## src/rtl/ddr4_mon_pkg.sv

```systemverilog
// Shared command/error encodings and the DDR4 command decoder for the command-bus monitor.
package ddr4_mon_pkg;

   typedef enum logic [3:0] {
      CMD_ACT,
      CMD_RD,
      CMD_WR,
      CMD_PRE,
      CMD_REF,
      CMD_MRS,
      CMD_ZQ,
      CMD_NOP,
      CMD_RFU
   } cmd_e;

   typedef enum logic [2:0] {
      ERR_NONE      = 3'd0,
      ERR_ACT_OPEN  = 3'd1,
      ERR_RW_CLOSED = 3'd2,
      ERR_TRP       = 3'd3,
      ERR_TRCD      = 3'd4,
      ERR_REF_OPEN  = 3'd5,
      ERR_MRS_OPEN  = 3'd6,
      ERR_RFU       = 3'd7
   } err_e;

   // A deselected bus (cs_n high) decodes as NOP so callers need no separate gate.
   function automatic cmd_e ddr4_decode(input logic cs_n, input logic act_n,
                                        input logic [2:0] rcw);
      if (cs_n) return CMD_NOP;
      if (!act_n) return CMD_ACT;
      case (rcw)
         3'b100:  return CMD_WR;
         3'b101:  return CMD_RD;
         3'b010:  return CMD_PRE;
         3'b001:  return CMD_REF;
         3'b000:  return CMD_MRS;
         3'b110:  return CMD_ZQ;
         3'b111:  return CMD_NOP;
         default: return CMD_RFU;
      endcase
   endfunction

endpackage

```

## src/rtl/ddr4_mon_bank.sv

```systemverilog
// One DDR4 bank: open/closed state plus a down-counter that must reach zero before the next
// timing-constrained command (RD/WR after ACT, ACT after PRE) is legal.
module ddr4_mon_bank #(
   parameter int T_RCD = 16,
   parameter int T_RP  = 16
) (
   input  logic clk,
   input  logic rst_n,
   input  logic act,
   input  logic rw,
   input  logic ap,
   input  logic pre,
   output logic is_open,
   output logic tmr_zero
);
   localparam int TMAX = (T_RCD > T_RP) ? T_RCD : T_RP;
   localparam int TW   = (TMAX > 2) ? $clog2(TMAX) : 1;
   localparam logic [TW-1:0] RCD_LD = TW'(T_RCD - 1);
   localparam logic [TW-1:0] RP_LD  = TW'(T_RP - 1);

   logic [TW-1:0] tmr;
   logic          open_q;

   // Loading T-1 on the command edge makes the command exactly T cycles later the first legal one.
   always_ff @(posedge clk or negedge rst_n) begin
      if (!rst_n) begin
         open_q <= 1'b0;
         tmr    <= '0;
      end else if (act && !open_q) begin
         open_q <= 1'b1;
         tmr    <= RCD_LD;
      end else if (open_q && (pre || (rw && ap))) begin
         open_q <= 1'b0;
         tmr    <= RP_LD;
      end else if (tmr != '0) begin
         tmr <= tmr - TW'(1);
      end
   end

   assign is_open  = open_q;
   assign tmr_zero = (tmr == '0);

endmodule

```

## src/rtl/ddr4_cmd_monitor.sv

```systemverilog
// Passive DDR4 command/address bus checker: decodes chip-selected commands, tracks per-bank
// state and ACT/PRE timing, keeps saturating command counts and reports protocol violations.
module ddr4_cmd_monitor
   import ddr4_mon_pkg::*;
#(
   parameter int BG_WIDTH  = 1,
   parameter int BA_WIDTH  = 2,
   parameter int T_RCD     = 16,
   parameter int T_RP      = 16,
   parameter int CNT_WIDTH = 32
) (
   input  logic                                c0_ddr4_ck_t,
   input  logic                                c0_ddr4_reset_n,
   input  logic                                mon_en,
   input  logic                                mon_clr,
   input  logic                                c0_ddr4_cs_n,
   input  logic                                c0_ddr4_act_n,
   input  logic [16:0]                         c0_ddr4_adr,
   input  logic [BG_WIDTH-1:0]                 c0_ddr4_bg,
   input  logic [BA_WIDTH-1:0]                 c0_ddr4_ba,
   output logic [2**(BG_WIDTH+BA_WIDTH)-1:0]   open_mask,
   output logic [CNT_WIDTH-1:0]                cnt_act,
   output logic [CNT_WIDTH-1:0]                cnt_rd,
   output logic [CNT_WIDTH-1:0]                cnt_wr,
   output logic [CNT_WIDTH-1:0]                cnt_pre,
   output logic [CNT_WIDTH-1:0]                cnt_ref,
   output logic                                err_pulse,
   output logic [2:0]                          err_code,
   output logic [7:0]                          err_sticky
);
   localparam int BW = BG_WIDTH + BA_WIDTH;
   localparam int NB = 2**BW;

   cmd_e          cmd;
   err_e          err_nxt;
   logic [BW-1:0] bank_sel;
   logic          ap;
   logic [NB-1:0] is_open, tmr_zero, act_s, rw_s, pre_s;
   logic          unused_adr;

   assign cmd        = mon_en ? ddr4_decode(c0_ddr4_cs_n, c0_ddr4_act_n, c0_ddr4_adr[16:14])
                              : CMD_NOP;
   assign bank_sel   = {c0_ddr4_bg, c0_ddr4_ba};
   assign ap         = c0_ddr4_adr[10];
   assign unused_adr = ^{c0_ddr4_adr[13:11], c0_ddr4_adr[9:0]};

   always_comb begin
      act_s = '0;
      rw_s  = '0;
      pre_s = '0;
      case (cmd)
         CMD_ACT:        act_s[bank_sel] = 1'b1;
         CMD_RD, CMD_WR: rw_s[bank_sel]  = 1'b1;
         CMD_PRE: begin
            if (ap) pre_s = '1;
            else    pre_s[bank_sel] = 1'b1;
         end
         default: ;
      endcase
   end

   for (genvar b = 0; b < NB; b++) begin : g_bank
      ddr4_mon_bank #(.T_RCD(T_RCD), .T_RP(T_RP)) u_bank (
         .clk      (c0_ddr4_ck_t),
         .rst_n    (c0_ddr4_reset_n),
         .act      (act_s[b]),
         .rw       (rw_s[b]),
         .ap       (ap),
         .pre      (pre_s[b]),
         .is_open  (is_open[b]),
         .tmr_zero (tmr_zero[b])
      );
   end

   always_comb begin
      err_nxt = ERR_NONE;
      case (cmd)
         CMD_ACT: begin
            if (is_open[bank_sel])       err_nxt = ERR_ACT_OPEN;
            else if (!tmr_zero[bank_sel]) err_nxt = ERR_TRP;
         end
         CMD_RD, CMD_WR: begin
            if (!is_open[bank_sel])      err_nxt = ERR_RW_CLOSED;
            else if (!tmr_zero[bank_sel]) err_nxt = ERR_TRCD;
         end
         CMD_REF: if (|is_open) err_nxt = ERR_REF_OPEN;
         CMD_MRS: if (|is_open) err_nxt = ERR_MRS_OPEN;
         CMD_RFU: err_nxt = ERR_RFU;
         default: ;
      endcase
   end

   assign open_mask = is_open;

   // A clear in the same cycle as a command wins: the command is neither counted nor made sticky.
   always_ff @(posedge c0_ddr4_ck_t or negedge c0_ddr4_reset_n) begin
      if (!c0_ddr4_reset_n) begin
         cnt_act    <= '0;
         cnt_rd     <= '0;
         cnt_wr     <= '0;
         cnt_pre    <= '0;
         cnt_ref    <= '0;
         err_pulse  <= 1'b0;
         err_code   <= 3'd0;
         err_sticky <= 8'd0;
      end else begin
         err_pulse <= (err_nxt != ERR_NONE);
         if (err_nxt != ERR_NONE) err_code <= err_nxt;
         if (mon_clr) begin
            cnt_act    <= '0;
            cnt_rd     <= '0;
            cnt_wr     <= '0;
            cnt_pre    <= '0;
            cnt_ref    <= '0;
            err_sticky <= 8'd0;
         end else begin
            if (err_nxt != ERR_NONE) err_sticky[err_nxt] <= 1'b1;
            if (cmd == CMD_ACT && cnt_act != '1) cnt_act <= cnt_act + CNT_WIDTH'(1);
            if (cmd == CMD_RD  && cnt_rd  != '1) cnt_rd  <= cnt_rd  + CNT_WIDTH'(1);
            if (cmd == CMD_WR  && cnt_wr  != '1) cnt_wr  <= cnt_wr  + CNT_WIDTH'(1);
            if (cmd == CMD_PRE && cnt_pre != '1) cnt_pre <= cnt_pre + CNT_WIDTH'(1);
            if (cmd == CMD_REF && cnt_ref != '1) cnt_ref <= cnt_ref + CNT_WIDTH'(1);
         end
      end
   end

endmodule
```

## config.mk

```make
export PLATFORM = sky130hd
export DESIGN_NAME = ddr4_cmd_monitor
export DESIGN_NICKNAME = d
export VERILOG_FILES = /design/src/rtl/ddr4_mon_pkg.sv /design/src/rtl/ddr4_mon_bank.sv /design/src/rtl/ddr4_cmd_monitor.sv
export SDC_FILE = /design/constraint.sdc
export NUM_CORES = 1
export LEC_CHECK = 0
export BUFFER_PORTS_ARGS = -buffer_cell sky130_fd_sc_hd__clkbuf_2
export CAP_MARGIN = 10
export CELL_PAD_IN_SITES_DETAIL_PLACEMENT = 0
export CELL_PAD_IN_SITES_GLOBAL_PLACEMENT = 1
export CORE_MARGIN = 2
export CORE_UTILIZATION = 39
export DETAILED_ROUTE_END_ITERATION = 6
export PLACE_DENSITY_LB_ADDON = 0.1
export SKIP_CTS_REPAIR_TIMING = 1
export SYNTH_ARGS = -nofsm -noshare
export SYNTH_HDL_FRONTEND = slang
export SYNTH_SLANG_ARGS = --single-unit
```

## constraint.sdc

```tcl
create_clock -name c0_ddr4_ck_t -period 2.2 [get_ports c0_ddr4_ck_t]
set_input_delay 0.55 -clock c0_ddr4_ck_t [delete_from_list [all_inputs] [get_ports c0_ddr4_ck_t]]
set_output_delay 0.55 -clock c0_ddr4_ck_t [all_outputs]
set_load 0.01 [all_outputs]
```

==> key figures, run 1 <==
Critical path
  – Kind of critical path: reg -> reg
  – Slowest-stage cell, CP: or4b_4
  – WP buf/inv: 0
  – R2R depth: 5
  – R2R Path End: cnt_ref[23]
  – Crit-path max FO: 8
  – Worst r2r src: cnt_ref[1]
  – CP peak stage delay: 0.53 ns
  – Startpoint types: register
  – Critical Path RT: 2.64 ns
  – Crit-path cells: nand3_1 -> or4b_4 -> a2111o_1 -> or3_1 -> a21oi_1
  – Reg-to-reg slack, setup: 0.07 ns
  – Crit-path leading delay family: simple AND/OR/NAND/NOR gates
  – Critical Path Sink Type: register
  – Critical Path AT: 2.58 ns

Clock network
  – Cts bufs inserted: 25
  – Htree depth: 1
  – Root Buffer: clkbuf_16
  – CTS tree: done
  – Clock transition at path regs: 0.06 ns
  – Clk sink count: 212
  – Later-pin clock latency in the skew report: 0.53 ns
  – Max Buffers Root-to-Sink: 3

Timing
  – Endpoints failing hold: 0
  – Post-route minimum period: 2.13 ns
  – Total negative slack: 0 ns
  – Final Worst Setup Slack: 0.0674 ns
  – Rel. slew slack: 61.9%
  – Tcrit/Tclk final: 96.9%
  – RSZ-0062 raised after global routing: true
  – Final setup viols: 0
  – Slew @ Worst Pin: 0.565 ns
  – Fin. max-slew vios: 0
  – Final Skew: 0.00973 ns
  – FMAX: 469 MHz

Logic synthesis
  – Flop and latch count out of synthesis: 212
  – Yosys Warn Count: 0
  – FFs w/ async S/R, synth: 100%
  – Area fraction in and, or, nand and nor cells after synthesis: 30.5%
  – Sequential area share after synthesis: 46.1%
  – Syn Nets: 1289
  – Synth top area cells: dfrtp_1 46%, xnor2_1 6.3%, nor2_1 6.1%
  – Yosys cell types: 63
  – EDFF count, synth: 0
  – Main combinational cell family by area after synthesis: simple AND/OR/NAND/NOR gates
  – Area share of fa/ha/maj cells after synthesis: 1.41%
  – Mapped Area: 0.0115 mm2
  – Multiplexer area fraction after synthesis: 0.272%
  – Yosys top cell area share: 46.1%
  – Avg Cell Area, Syn: 9.20 um2
  – XOR/XNOR share of the synthesized area: 10.5%
  – Primary FF master, synth: dfrtp_1
  – Syn Inst Count: 1250
  – Area leader, netlist: dfrtp_1
  – Synth Area in Compound Gates: 7.84%

Routing
  – WL final: 31800 um
  – Antenna Nets Post-Route: 0
  – # DRC: 0
  – Vias: 10400
  – Drt pass-1 iters: 5
  – Initial DRC Count: 580
  – Routed length per instance: 15.9 um
  – Vias per cell: 5.18

Placed design
  – IO buf count: 192
  – Placed insts: 1958
  – HPWL after DPL: 23100 um
  – Placed cell area: 0.0143 mm2
  – Gpl congestion: 0.825
  – Pre-CTS WS: -0.346 ns

Final layout
  – Sequential cell area: 0.00531 mm2
  – Syn-to-layout area delta: 32.8%
  – Fillers: 2794
  – Final core utilization: 52.9%
  – Post-layout nets: 1643
  – Commonest cells after routing, fill and taps aside: 211 x dfrtp_1, 190 x clkbuf_2, 185 x nor2_1
  – Post-layout instance area: 0.0153 mm2
  – Most common cell after layout, fill and taps aside: dfrtp_1
  – Final non-filler cell total: 2006
  – Layout cell share with drive strength beyond 1: 28.6%
  – Multi-input logic area: 0.00597 mm2

Global routing
  – Largest net degree at the start of global routing: 65
  – Antenna violations before repair: 1
  – Vias in the first global route: 10100
  – GR Overflow Total: 0
  – Total Routing Usage GR: 20.5%
  – First-pass GRT wire length: 52300 um

Power and ir drop
  – Leakage: 7.00 nW
  – Cell area power density: 690 mW/mm2
  – Peak supply drop: 0.513 mV

Worst hold path
  – Hold Path Class: in -> reg
  – Hold path start: mon_clr
  – Worst hold path endpoint: cnt_wr[1]
  – Hold path depth: 2

Floorplan
  – Rows: 62
  – Ports: 206
  – Die ar.: 0.0309 mm2
  – Effective utilization at floorplan: 39.9%
  – Die height: 176 um
  – Core Region: 0.0289 mm2
  – Die width: 176 um

Run
  – Max-Cap Viols: 0

Outcome
  – Outcome: completed
[power breakdown]
group / internal [W] / switching, W
registers: 0.00428 / 0.000297
logic: 0.000899 / 0.000899
clock network: 0.00252 / 0.00165
total: 0.00769 / 0.00285
[through the flow]
stage | hold WS (ns) | total power [W]
after CTS | -0.0465 | 0.0107
after global placement | 0.478 | 0.00635
after detailed placement | 0.487 | 0.00641
after global routing | 0.434 | 0.0112
final | 0.417 | 0.0105
after floorplan | 0.254 | 0.00583
[flip-flops by register name, indices dropped and copies added (netlist names)]
signal	cells
cnt_act	32
cnt_pre	32
cnt_rd	32
cnt_ref	32
cnt_wr	32
g_bank.u_bank.tmr	32
err_sticky	8
g_bank.u_bank.is_open	8
err_code	3
err_pulse	1
[worst reg2reg max path, cell delays in order (launching register included)]
cell and delay, ns:
dfrtp_1 0.40, nand3_1 0.11, or4b_4 0.53, a2111o_1 0.52
or3_1 0.34, a21oi_1 0.15
[layout make-up]
| class | count | share of cell area, % |
|---|---|---|
| Clock buffer | 37 | 4.78 |
| Tap cell | 384 | 3.15 |
| Antenna cell | 1 | 0.0164 |
| Sequential cell | 212 | 34.7 |
| Inverter | 39 | 0.958 |
| Clock inverter | 7 | 0.598 |
| Timing Repair Buffer | 383 | 16.7 |
| Multi-Input combinational cell | 943 | 39.1 |
[cells by family after synthesis]
kind of cell    after synthesis
mux                           3
flops                       212
fa+ha+maj                    13
simple gates                650
xor+xnor                    138
compound gates              139
buf+inv                      95
[worst max-delay path by stage]
stage / from / endpoint / slack, ns / depth (start not counted)
2_1_floorplan: c0_ddr4_adr[16] / cnt_ref[23] / -0.13 / 6
3_3_place_gp: mon_en / cnt_act[12] / -0.34 / 6
3_5_place_dp: mon_en / cnt_act[12] / -0.35 / 6
4_1_cts: cnt_wr[0] / cnt_wr[8] / -0.05 / 8
5_1_grt: cnt_ref[1] / cnt_ref[23] / -0.03 / 5
6_report: cnt_ref[1] / cnt_ref[23] / 0.07 / 5
[synth_stat cells, types with 35 or more instances]
library cell and instances:
nand4_1 57, o21ai_0 37, nor3_1 39, nand2_1 84
nand3_1 56, inv_1 39, xor2_1 55, xnor2_1 83
clkbuf_1 42, nor3b_1 35, dfrtp_1 212, a21oi_1 41
nor2_1 186
[metal layers]
layer | global-route usage (%) | vias up | wire (um)
li1 | - | 5145 | -
met3 | 4.22 | 44 | 1750
met4 | 4.92 | 0 | 614
met1 | 27.9 | 4984 | 14700
met2 | 33.7 | 212 | 14800
met5 | 0 | - | 0
Power figures use the tool's default switching activity.
==> run 2, diff against run 1 <==
- CORE_UTILIZATION: 39 -> 43
- clock period: 2.2 -> 2.4 ns (I/O delays scaled with it)
==> run 2 against run 1 <==
Effect of this change: combinational power shrank 13%; via count shrank 2.5%; cell area shrank 5.9%; hold slack worse by 0.38 ns; die area fell by 9.1%; critical path type unchanged; critical endpoint is now cnt_rd[22]; largest cell class unchanged; highest routed layer unchanged.
==> key figures, run 2 (same netlist as run 1, synthesis figures left out) <==
Final layout
  – Fillers: 2454 (-12%)
  – Most common cell after layout, fill and taps aside: dfrtp_1
  – Commonest cells after routing, fill and taps aside: 212 x dfrtp_1, 190 x clkbuf_2, 186 x nor2_1
  – Layout cell share with drive strength beyond 1: 23.5% (-5.1 points)
  – Syn-to-layout area delta: 24.9%
  – Post-layout nets: 1558 (-5.2%)
  – Diodes inserted: 0 (-1)
  – Final non-filler cell total: 1871 (-6.7%)

Routing
  – Antenna Nets Post-Route: 0 (unchanged)
  – WL final: 30200 um (-5.1%)
  – Routed length per instance: 16.1 um (+1.7%)
  – # DRC: 0 (unchanged)
  – Vias per cell: 5.41 (+4.6%)
  – Drt pass-1 iters: 5 (unchanged)
  – Initial DRC Count: 516 (-11%)
  – Vias: 10100 (-2.5%)

Floorplan
  – Ports: 206 (unchanged)
  – Die width: 168 um (-4.7%)
  – Effective utilization at floorplan: 44.0% (+4.2 points)
  – Core Region: 0.0261 mm2 (-9.4%)
  – Rows: 59 (-4.8%)
  – Die ar.: 0.0281 mm2 (-9.1%)
  – Die height: 168 um (-4.7%)

Critical path
  – Crit-path max FO: 8 (unchanged)
  – Critical Path RT: 2.79 ns (+0.15 ns)
  – Kind of critical path: reg -> reg
  – Critical Path Sink Type: register
  – Critical Path AT: 2.56 ns (-0.02 ns)
  – Startpoint types: register
  – R2R depth: 6 (+1)
  – Reg-to-reg slack, setup: 0.23 ns (+0.16 ns)

Timing
  – Slew @ Worst Pin: 0.689 ns (+0.124 ns)
  – Post-route minimum period: 2.17 ns (+0.0409 ns)
  – Final setup viols: 0 (unchanged)
  – FMAX: 460 MHz (-1.9%)
  – Rel. slew slack: 53.9% (-8.1 points)
  – Tcrit/Tclk final: 90.6% (-6.4 points)
  – Final Worst Setup Slack: 0.226 ns (+0.159 ns)
  – Final Skew: 0.00790 ns (-0.00183 ns)
  – Endpoints failing hold: 0 (unchanged)
  – RSZ-0062 raised after global routing: false
  – Total negative slack: 0 ns (unchanged)
  – Fin. max-slew vios: 0 (unchanged)

Clock network
  – Later-pin clock latency in the skew report: 0.52 ns (about the same)
  – Clk sink count: 212 (unchanged)
  – CTS tree: done
  – Max Buffers Root-to-Sink: 3 (unchanged)
  – Cts bufs inserted: 25 (unchanged)
  – Htree depth: 1 (unchanged)
  – Clock transition at path regs: 0.06 ns (about the same)
  – Root Buffer: clkbuf_16

Placed design
  – IO buf count: 192 (unchanged)
  – Gpl congestion: 0.808 (-2.0%)
  – HPWL after DPL: 21400 um (-7.4%)
  – Placed insts: 1827 (-6.7%)
  – Pre-CTS WS: -0.203 ns (+0.142 ns)

Global routing
  – Total Routing Usage GR: 21.4% (+0.90 points)
  – First-pass GRT wire length: 50500 um (-3.4%)
  – Largest net degree at the start of global routing: 75 (+15%)
  – Antenna violations before repair: 0 (-1)
  – GR Overflow Total: 0 (unchanged)
  – Vias in the first global route: 9726 (-3.9%)

Run
  – Max-Cap Viols: 0 (unchanged)

Power and ir drop
  – Leakage: 6.51 nW (-7.1%)
  – Cell area power density: 655 mW/mm2 (-5.1%)
  – Power Total: 0.00942 W (-11%)
  – Peak supply drop: 0.541 mV (+5.5%)

Outcome
  – Outcome: completed

Worst hold path
  – Hold Path Class: in -> async
[run 2: worst max-delay path, stage by stage, from the launching register on]
cell	delay [ns]
dfrtp_1	0.44
and4_1	0.38
nand4_1	0.23
o211ai_1	0.63
nor2_1	0.14
xnor2_1	0.17
nor2_1	0.06
[run 2: worst paths after layout]
path	from	to
setup / recovery	cnt_rd[14]	cnt_rd[22]
hold / removal	c0_ddr4_reset_n	g_bank[1].u_bank.tmr[2]
setup reg to reg	cnt_rd[14]	cnt_rd[22]
hold reg to reg	err_sticky[5]	err_sticky[5]
max in group asynchronous	c0_ddr4_reset_n	cnt_rd[15]
min in group c0_ddr4_ck_t	mon_clr	cnt_wr[1]
[run 2: area by class of cell]
| cell class | count | area [um2] | area share (%) |
|---|---|---|---|
| clock inverters | 7 | 35.0 | 0.244 |
| repair buffers | 298 | 1860 | 12.9 |
| inverters | 39 | 146 | 1.02 |
| clock buffers | 37 | 751 | 5.22 |
| multi-input cells | 943 | 5860 | 40.7 |
| flip-flops and latches | 212 | 5310 | 36.9 |
| well taps | 335 | 419 | 2.92 |
[run 2: per-stage QoR]
stage / hold WS (ns) / utilization, % / area, um2
after global placement: 0.477 / 51.9 / 13600
after floorplan: 0.304 / - / 11500
final: 0.0327 / 55.0 / 14400
after CTS: 0.0473 / 54.9 / 14300
after global routing: 0.0541 / 55.0 / 14400
after detailed placement: 0.491 / 51.9 / 13600
[run 2: routing by layer]
layer | vias to the layer above | part of all wire [%] | track usage, %
met1 | 4921 | 46 | 29.6
met2 | 200 | 46 | 34.7
met5 | - | 0 | 0
li1 | 4965 | - | -
met4 | 0 | 2.1 | 4.91
met3 | 44 | 5.7 | 4.61
[run 2: power by group]
| part | total (W) | switching (W) | internal (W) |
|---|---|---|---|
| Combinational | 0.00157 | 0.000784 | 0.000782 |
| Sequential | 0.00420 | 0.000282 | 0.00392 |
| Clock | 0.00365 | 0.00150 | 0.00215 |
